==> src/rtl/sd_data_rx_multi_if.sv <==
// sd_data_rx_multi_if: sequencer/pad-side signal bundle for the SD data receiver.
// The master side is the command sequencer, which also supplies the DAT lines.
// The slave side is the receiver.
interface sd_data_rx_multi_if;
    logic        Rx_En;
    logic [15:0] Block_Count;
    logic [3:0]  DATA;
    logic [31:0] Out_Data;
    logic        Out_Valid;
    logic [31:0] Out_Addr;
    logic        Block_Done;
    logic        Busy;
    logic        Rx_Done;
    logic        Rx_Crc_Fail;
    logic        Rx_Timeout;
    logic [15:0] Fail_Block;

    modport master (
        output Rx_En, Block_Count, DATA,
        input  Out_Data, Out_Valid, Out_Addr, Block_Done, Busy,
               Rx_Done, Rx_Crc_Fail, Rx_Timeout, Fail_Block
    );

    modport slave (
        input  Rx_En, Block_Count, DATA,
        output Out_Data, Out_Valid, Out_Addr, Block_Done, Busy,
               Rx_Done, Rx_Crc_Fail, Rx_Timeout, Fail_Block
    );
endinterface

==> src/rtl/sd_data_rx_multi.sv <==
// sd_data_rx_multi: SD DAT-line receiver for 1-bit or 4-bit buses.
// It reassembles bytes into 32-bit words with byte addresses and checks each
// lane's CRC16 and end bit over multi-block reads.
// There is a start-bit timeout for every block.
// Optional build macro: SD_RX_ABORT_ON_CRC_ERR_EN. When it is defined, the
// transfer ends at the first block that fails its CRC or end-bit check.
module sd_data_rx_multi #(
    parameter int BUS_WIDTH      = 4,
    parameter int BLOCK_BYTES    = 512,
    parameter int TIMEOUT_CYCLES = 1048575
) (
    input logic               clk,
    input logic               rst,
    sd_data_rx_multi_if.slave bus
);
    localparam int unsigned   NL         = (BUS_WIDTH == 1) ? 1 : 4;
    localparam int            PW         = 8 - NL;
    localparam logic [3:0]    LANE_MASK  = (NL == 1) ? 4'b0001 : 4'b1111;
    localparam logic [31:0]   BEATS_LAST = 32'(BLOCK_BYTES * 8 / NL - 1);
    localparam logic [31:0]   BYTE_LAST  = 32'(8 / NL - 1);
    localparam logic [31:0]   WORD_LAST  = 32'(32 / NL - 1);
    localparam int            WW         = (TIMEOUT_CYCLES > 1) ? $clog2(TIMEOUT_CYCLES) : 1;
    localparam logic [WW-1:0] WAIT_LAST  = WW'(TIMEOUT_CYCLES - 1);

    typedef enum logic [2:0] {
        S_IDLE, S_WAIT_START, S_DATA, S_CRC, S_END_BIT, S_CHECK, S_DONE
    } state_t;

    state_t                 state;
    logic [WW-1:0]          wait_cnt;
    logic [31:0]            bit_cnt;
    logic [PW-1:0]          part;
    logic [7:0]             next_byte;
    logic [23:0]            word_sr;
    logic [31:0]            next_addr;
    logic [15:0]            blk_idx;
    logic [15:0]            blk_total;
    logic [NL-1:0][15:0]    crc_calc;
    logic [NL-1:0][15:0]    crc_rx;
    logic                   end_ok;
    logic [3:0]             lanes;
    logic                   blk_bad;
    logic                   last_blk;
    logic                   stop_xfer;

    function automatic logic [15:0] crc16_step(input logic [15:0] c, input logic b);
        crc16_step = {c[14:0], 1'b0} ^ ((c[15] ^ b) ? 16'h1021 : 16'h0000);
    endfunction

    // Byte being assembled: held partial bits plus this cycle's lane bits, MSB first.
    if (NL == 1) begin : g_w1
        always_comb next_byte = {part, lanes[0]};
    end else begin : g_w4
        always_comb next_byte = {part, lanes};
    end

    // Lane masking and the block verdict and continuation decision used in CHECK.
    always_comb begin
        lanes     = bus.DATA & LANE_MASK;
        blk_bad   = (crc_calc != crc_rx) || !end_ok;
        last_blk  = ({1'b0, blk_idx} + 17'd1) >= {1'b0, blk_total};
`ifdef SD_RX_ABORT_ON_CRC_ERR_EN
        stop_xfer = last_blk || blk_bad;
`else
        stop_xfer = last_blk;
`endif
    end

    // Receive FSM with all outputs registered.
    always_ff @(posedge clk) begin
        if (rst) begin
            state           <= S_IDLE;
            wait_cnt        <= '0;
            bit_cnt         <= '0;
            part            <= '0;
            word_sr         <= '0;
            next_addr       <= '0;
            blk_idx         <= '0;
            blk_total       <= '0;
            crc_calc        <= '0;
            crc_rx          <= '0;
            end_ok          <= 1'b0;
            bus.Out_Data    <= '0;
            bus.Out_Valid   <= 1'b0;
            bus.Out_Addr    <= '0;
            bus.Block_Done  <= 1'b0;
            bus.Busy        <= 1'b0;
            bus.Rx_Done     <= 1'b0;
            bus.Rx_Crc_Fail <= 1'b0;
            bus.Rx_Timeout  <= 1'b0;
            bus.Fail_Block  <= '0;
        end else begin
            bus.Out_Valid  <= 1'b0;
            bus.Block_Done <= 1'b0;
            case (state)
                S_IDLE: begin
                    if (bus.Rx_En) begin
                        blk_total       <= (bus.Block_Count == 16'd0) ? 16'd1 : bus.Block_Count;
                        blk_idx         <= '0;
                        next_addr       <= '0;
                        wait_cnt        <= '0;
                        bus.Rx_Done     <= 1'b0;
                        bus.Rx_Crc_Fail <= 1'b0;
                        bus.Rx_Timeout  <= 1'b0;
                        bus.Fail_Block  <= '0;
                        bus.Busy        <= 1'b1;
                        state           <= S_WAIT_START;
                    end
                end
                S_DONE: begin
                    if (!bus.Rx_En) begin
                        bus.Rx_Done     <= 1'b0;
                        bus.Rx_Crc_Fail <= 1'b0;
                        bus.Rx_Timeout  <= 1'b0;
                        bus.Fail_Block  <= '0;
                        state           <= S_IDLE;
                    end
                end
                default: begin
                    if (!bus.Rx_En) begin
                        // The sequencer dropped the enable mid-transfer. Abandon
                        // the transfer and its status silently.
                        bus.Busy        <= 1'b0;
                        bus.Rx_Crc_Fail <= 1'b0;
                        bus.Rx_Timeout  <= 1'b0;
                        bus.Fail_Block  <= '0;
                        state           <= S_IDLE;
                    end else begin
                        case (state)
                            S_WAIT_START: begin
                                if (lanes == 4'd0) begin
                                    bit_cnt  <= '0;
                                    crc_calc <= '0;
                                    state    <= S_DATA;
                                end else if (wait_cnt == WAIT_LAST) begin
                                    bus.Rx_Timeout <= 1'b1;
                                    bus.Rx_Done    <= 1'b1;
                                    bus.Busy       <= 1'b0;
                                    state          <= S_DONE;
                                end else begin
                                    wait_cnt <= wait_cnt + 1'b1;
                                end
                            end
                            S_DATA: begin
                                for (int unsigned l = 0; l < NL; l++)
                                    crc_calc[l] <= crc16_step(crc_calc[l], lanes[l]);
                                part <= next_byte[PW-1:0];
                                if ((bit_cnt & BYTE_LAST) == BYTE_LAST)
                                    word_sr <= {next_byte, word_sr[23:8]};
                                if ((bit_cnt & WORD_LAST) == WORD_LAST) begin
                                    bus.Out_Valid <= 1'b1;
                                    bus.Out_Data  <= {next_byte, word_sr};
                                    bus.Out_Addr  <= next_addr;
                                    next_addr     <= next_addr + 32'd4;
                                end
                                if (bit_cnt == BEATS_LAST) begin
                                    bit_cnt <= '0;
                                    state   <= S_CRC;
                                end else begin
                                    bit_cnt <= bit_cnt + 32'd1;
                                end
                            end
                            S_CRC: begin
                                for (int unsigned l = 0; l < NL; l++)
                                    crc_rx[l] <= {crc_rx[l][14:0], lanes[l]};
                                if (bit_cnt == 32'd15) state <= S_END_BIT;
                                else bit_cnt <= bit_cnt + 32'd1;
                            end
                            S_END_BIT: begin
                                end_ok <= (lanes == LANE_MASK);
                                state  <= S_CHECK;
                            end
                            S_CHECK: begin
                                bus.Block_Done <= 1'b1;
                                if (blk_bad) begin
                                    bus.Rx_Crc_Fail <= 1'b1;
                                    if (!bus.Rx_Crc_Fail) bus.Fail_Block <= blk_idx;
                                end
                                if (stop_xfer) begin
                                    bus.Rx_Done <= 1'b1;
                                    bus.Busy    <= 1'b0;
                                    state       <= S_DONE;
                                end else begin
                                    blk_idx  <= blk_idx + 16'd1;
                                    wait_cnt <= '0;
                                    state    <= S_WAIT_START;
                                end
                            end
                            default: state <= S_IDLE;
                        endcase
                    end
                end
            endcase
        end
    end
endmodule

==> src/flat_wrapper.sv <==
// flat-port wrapper written by rule: the top's interface ports become plain ports
module sd_data_rx_multi_flat 
#(
    parameter int BUS_WIDTH      = 4,
    parameter int BLOCK_BYTES    = 512,
    parameter int TIMEOUT_CYCLES = 1048575
)
  (clk, rst, bus_Rx_En, bus_Block_Count, bus_DATA, bus_Out_Data, bus_Out_Valid, bus_Out_Addr, bus_Block_Done, bus_Busy, bus_Rx_Done, bus_Rx_Crc_Fail, bus_Rx_Timeout, bus_Fail_Block);
  sd_data_rx_multi_if bus_i ();
  input logic clk;
  input logic rst;
  input wire logic [$bits(bus_i.Rx_En)-1:0] bus_Rx_En;
  input wire logic [$bits(bus_i.Block_Count)-1:0] bus_Block_Count;
  input wire logic [$bits(bus_i.DATA)-1:0] bus_DATA;
  output wire logic [$bits(bus_i.Out_Data)-1:0] bus_Out_Data;
  output wire logic [$bits(bus_i.Out_Valid)-1:0] bus_Out_Valid;
  output wire logic [$bits(bus_i.Out_Addr)-1:0] bus_Out_Addr;
  output wire logic [$bits(bus_i.Block_Done)-1:0] bus_Block_Done;
  output wire logic [$bits(bus_i.Busy)-1:0] bus_Busy;
  output wire logic [$bits(bus_i.Rx_Done)-1:0] bus_Rx_Done;
  output wire logic [$bits(bus_i.Rx_Crc_Fail)-1:0] bus_Rx_Crc_Fail;
  output wire logic [$bits(bus_i.Rx_Timeout)-1:0] bus_Rx_Timeout;
  output wire logic [$bits(bus_i.Fail_Block)-1:0] bus_Fail_Block;
  assign bus_i.Rx_En = bus_Rx_En;
  assign bus_i.Block_Count = bus_Block_Count;
  assign bus_i.DATA = bus_DATA;
  assign bus_Out_Data = bus_i.Out_Data;
  assign bus_Out_Valid = bus_i.Out_Valid;
  assign bus_Out_Addr = bus_i.Out_Addr;
  assign bus_Block_Done = bus_i.Block_Done;
  assign bus_Busy = bus_i.Busy;
  assign bus_Rx_Done = bus_i.Rx_Done;
  assign bus_Rx_Crc_Fail = bus_i.Rx_Crc_Fail;
  assign bus_Rx_Timeout = bus_i.Rx_Timeout;
  assign bus_Fail_Block = bus_i.Fail_Block;
  sd_data_rx_multi #(.BUS_WIDTH(BUS_WIDTH), .BLOCK_BYTES(BLOCK_BYTES), .TIMEOUT_CYCLES(TIMEOUT_CYCLES)) u_core (.clk(clk), .rst(rst), .bus(bus_i));
endmodule
==> config.mk <==
export PLATFORM = sky130hd
export DESIGN_NAME = sd_data_rx_multi_flat
export DESIGN_NICKNAME = d
export VERILOG_FILES = /design/src/rtl/sd_data_rx_multi_if.sv /design/src/rtl/sd_data_rx_multi.sv /design/src/flat_wrapper.sv
export SDC_FILE = /design/constraint.sdc
export NUM_CORES = 1
export LEC_CHECK = 0
export BUFFER_PORTS_ARGS = -buffer_cell sky130_fd_sc_hd__clkbuf_2
export CORE_ASPECT_RATIO = 0.5
export CORE_MARGIN = 2
export CORE_UTILIZATION = 50
export DETAILED_ROUTE_END_ITERATION = 10
export GPL_ROUTABILITY_DRIVEN = 0
export PLACE_DENSITY = 0.74
export SLEW_MARGIN = 5
export SYNTH_ARGS = -nofsm -noshare
export SYNTH_HDL_FRONTEND = slang
export SYNTH_SLANG_ARGS = --single-unit
==> constraint.sdc <==
create_clock -name clk -period 8.07 [get_ports clk]
set_input_delay 0.4035 -clock clk [delete_from_list [all_inputs] [get_ports clk]]
set_output_delay 0.4035 -clock clk [all_outputs]
set_load 0.02 [all_outputs]
==> flow_summary.json <==
{
  "root_buffer": "clkbuf_16",
  "cellLeakagePower_nw": 6.22,
  "grt_pass1_wl_mm": 59.0,
  "crit_slowest_cell": "nand3_1",
  "cp_cell_sequence": "ha_1 > nand3_2 > or3_1 > nor3_1 > nand2_1 > xnor2_1 > ha_1 > a21oi_1 > nand4b_1 > o211ai_1 > nand3_1 > or3_1 > a31oi_1",
  "final_cell_count_no_fill": 2327,
  "via_per_inst": 5.61,
  "cts.sinks": 358,
  "fin_crit_sh": 0.553,
  "hold_slack_ns": 0.119,
  "cts.clk_slew.worst_paths_ns": 0.06,
  "skew_ns": 0.0138,
  "status": "finished clean",
  "synth_top_area_frac": 0.466,
  "cp_max_fo": 24,
  "hold_buffers": 0,
  "yosys-top-cells-area": "dfxtp_1 47%, nand2_1 9.8%, a21oi_1 7.4%",
  "grt_antenna_before_repair": 0,
  "max_freq_mhz": 224,
  "portBuffers": 106,
  "ys.flop_type": "dfxtp_1",
  "max_cap_violations": 0,
  "wirelength_mm": 36.2,
  "drive_gt1_frac": 0.0985,
  "netlist_area_sq_um": 15400,
  "grtUsageTotal": 0.220,
  "synth_cell_types": 71,
  "setup_tns_ns": 0,
  "overflow": 0,
  "hold_viol_final": 0,
  "period_needed_ns": 4.46,
  "vdd_drop_max_v": 0.000130,
  "worst_pin_slew_ns": 1.17,
  "grt_pass1_vias": 11800,
  "fin_nets": 1952,
  "antenna-diode-count": 0,
  "fillers": 2755,
  "hold_class": "in2reg",
  "core_area_sq_um": 30300,
  "fin_ws_ns": 3.61,
  "ys_top_cells_by_count": "400 x nand2_1, 358 x dfxtp_1, 227 x a21oi_1",
  "die_y_microns": 128,
  "max_slew_margin": 0.216,
  "final_max_slew_viol_count": 0,
  "placed_area_sq_um": 16000,
  "criticalPathCategory": "reg2reg",
  "place_ws_ns": 3.76,
  "fp-row-count": 45,
  "async_flop_share": 0,
  "syn_inst": 1880,
  "p_per_area_nw_per_um2": 228,
  "synth_warnings": 0,
  "ys_seq_area_frac": 0.466,
  "critPathTopFamily": "simple AND/OR/NAND/NOR gates",
  "synth-edff-count": 0,
  "synth.most_common_cell": "nand2_1",
  "wl_per_cell_microns": 15.5,
  "final_antenna_net_count": 0,
  "setup_viol": 0,
  "arrival_ns": 4.90,
  "startpoint_type": "flip-flop",
  "cp_slowest_stage_delay_ns": 0.71,
  "drtIter0Drc": 1083,
  "clk_latency_ns": 0.53,
  "cts_buffer_depth": 3,
  "synth_area_per_cell_sq_um": 8.18,
  "cts_tree": "done",
  "dieWidth_microns": 252,
  "num_io_pins": 109,
  "placedCellCount": 2267,
  "worstSetupEndpointType": "flip-flop",
  "drc": 0,
  "synth_top_area_cell": "dfxtp_1",
  "grt_max_degree": 100,
  "start_util": 0.508,
  "dieArea_sq_um": 32300,
  "htreeDepth": 2,
  "path_buf_inv": 0,
  "cts_resized": 0,
  "stdcell_area_sq_um": 17100,
  "numCtsBuffers": 35,
  "rsz0062_at_grt": "no",
  "yosys_register_bits": 358,
  "cp_data_required_time_ns": 8.51,
  "num_vias": 13100,
  "post_cts_buffers": 0,
  "post-dp-hpwl_mm": 23.1,
  "firstDrtPassIters": 5,
  "syn_to_final_growth_pct": 11.4
}
## cell families (layout without fill, tap and decap cells)
family                   Yosys count  after routing  share of synthesized area
other                              1              2                   0.000244
flip-flops                       358            358                      0.466
multiplexers                       1              1                   0.000651
adder cells (fa/ha/maj)           24             24                     0.0195
AND/OR/NAND/NOR                  806            806                      0.235
buffers and inverters            162            209                     0.0433
XOR/XNOR                         132            132                     0.0757
AO/OA/AOI/OAI                    396            396                      0.159
## power breakdown
part | leakage [nW] | switching, mW | internal (mW)
Combinational | 2.77 | 0.297 | 0.111
Sequential | 2.89 | 0.0428 | 1.80
Clock | 0.565 | 0.680 | 0.981
## cell type report
| type | count | area [sq um] | area share |
|---|---|---|---|
| flip-flops and latches | 358 | 7170 | 0.419 |
| inverters | 36 | 135 | 0.00789 |
| repair buffers | 113 | 592 | 0.0346 |
| multi-input cells | 1361 | 7570 | 0.442 |
| clock buffers | 51 | 1030 | 0.0599 |
| clock inverters | 9 | 135 | 0.00789 |
| well taps | 399 | 499 | 0.0292 |
## routing by layer
metal  up-vias  wire [microns]  global-route usage
li1       6496               -                   -
met2       275           16600               0.360
met1      6230           16900               0.300
met4         0             619              0.0546
met5         -               0                   0
met3        51            2030              0.0441
## path summary, 6_finish.rpt
kind,start,endpoint,slack [ns],cells after the start
min,bus_Block_Count[10],u_core.blk_total[10]$_SDFFE_PP0P_,0.12,3
max reg2reg,u_core.blk_idx[0]$_SDFFE_PP0P_,u_core.blk_idx[13]$_SDFFE_PP0P_,3.61,13
max,u_core.blk_idx[0]$_SDFFE_PP0P_,u_core.blk_idx[13]$_SDFFE_PP0P_,3.61,13
min reg2reg,u_core.word_sr[1]$_SDFFE_PP0P_,u_core.bus.Out_Data[1]$_SDFFE_PP0P_,0.45,2
## cells in the final DEF (no fill, tap or decap), types with 22 or more instances in the layout
cell type,Yosys,routed
a22oi_1,59,59
dfxtp_1,358,358
and3_1,25,23
nand3_1,63,61
ha_1,24,24
inv_1,34,34
nor3_1,27,27
nand4_1,35,35
a21oi_1,227,227
o21ai_0,26,26
nand2_1,400,399
clkbuf_16,0,35
or3_1,22,22
clkbuf_2,1,105
nor2_1,149,149
xnor2_1,58,58
xor2_1,73,73
## flip-flops by register name, indices dropped and copies added, names as in the netlist
signal,count
u_core.bus.Busy,1
u_core.crc_calc,64
u_core.bus.Out_Valid,1
u_core.crc_rx,64
u_core.state,3
u_core.bus.Out_Data,32
u_core.bus.Out_Addr,30
u_core.end_ok,1
u_core.bus.Fail_Block,16
u_core.blk_idx,16
u_core.bus.Rx_Crc_Fail,1
u_core.bus.Rx_Done,1
u_core.wait_cnt,20
u_core.bus.Rx_Timeout,1
u_core.word_sr,24
u_core.bit_cnt,32
u_core.next_addr,30
u_core.blk_total,16
u_core.part,4
u_core.bus.Block_Done,1
## worst min-delay path: stages
cell and delay [ns]:
clkbuf_2 0.09, nand2_1 0.05, a21oi_1 0.05
## stage by stage
stage / total power, mW / util
floorplan: 2.18 / -
global placement: 2.27 / 0.527
detailed placement: 2.28 / 0.527
CTS: 3.92 / 0.565
global route: 4.05 / 0.565
finish: 3.91 / 0.565
No activity file was read; power rests on OpenSTA's default activity.
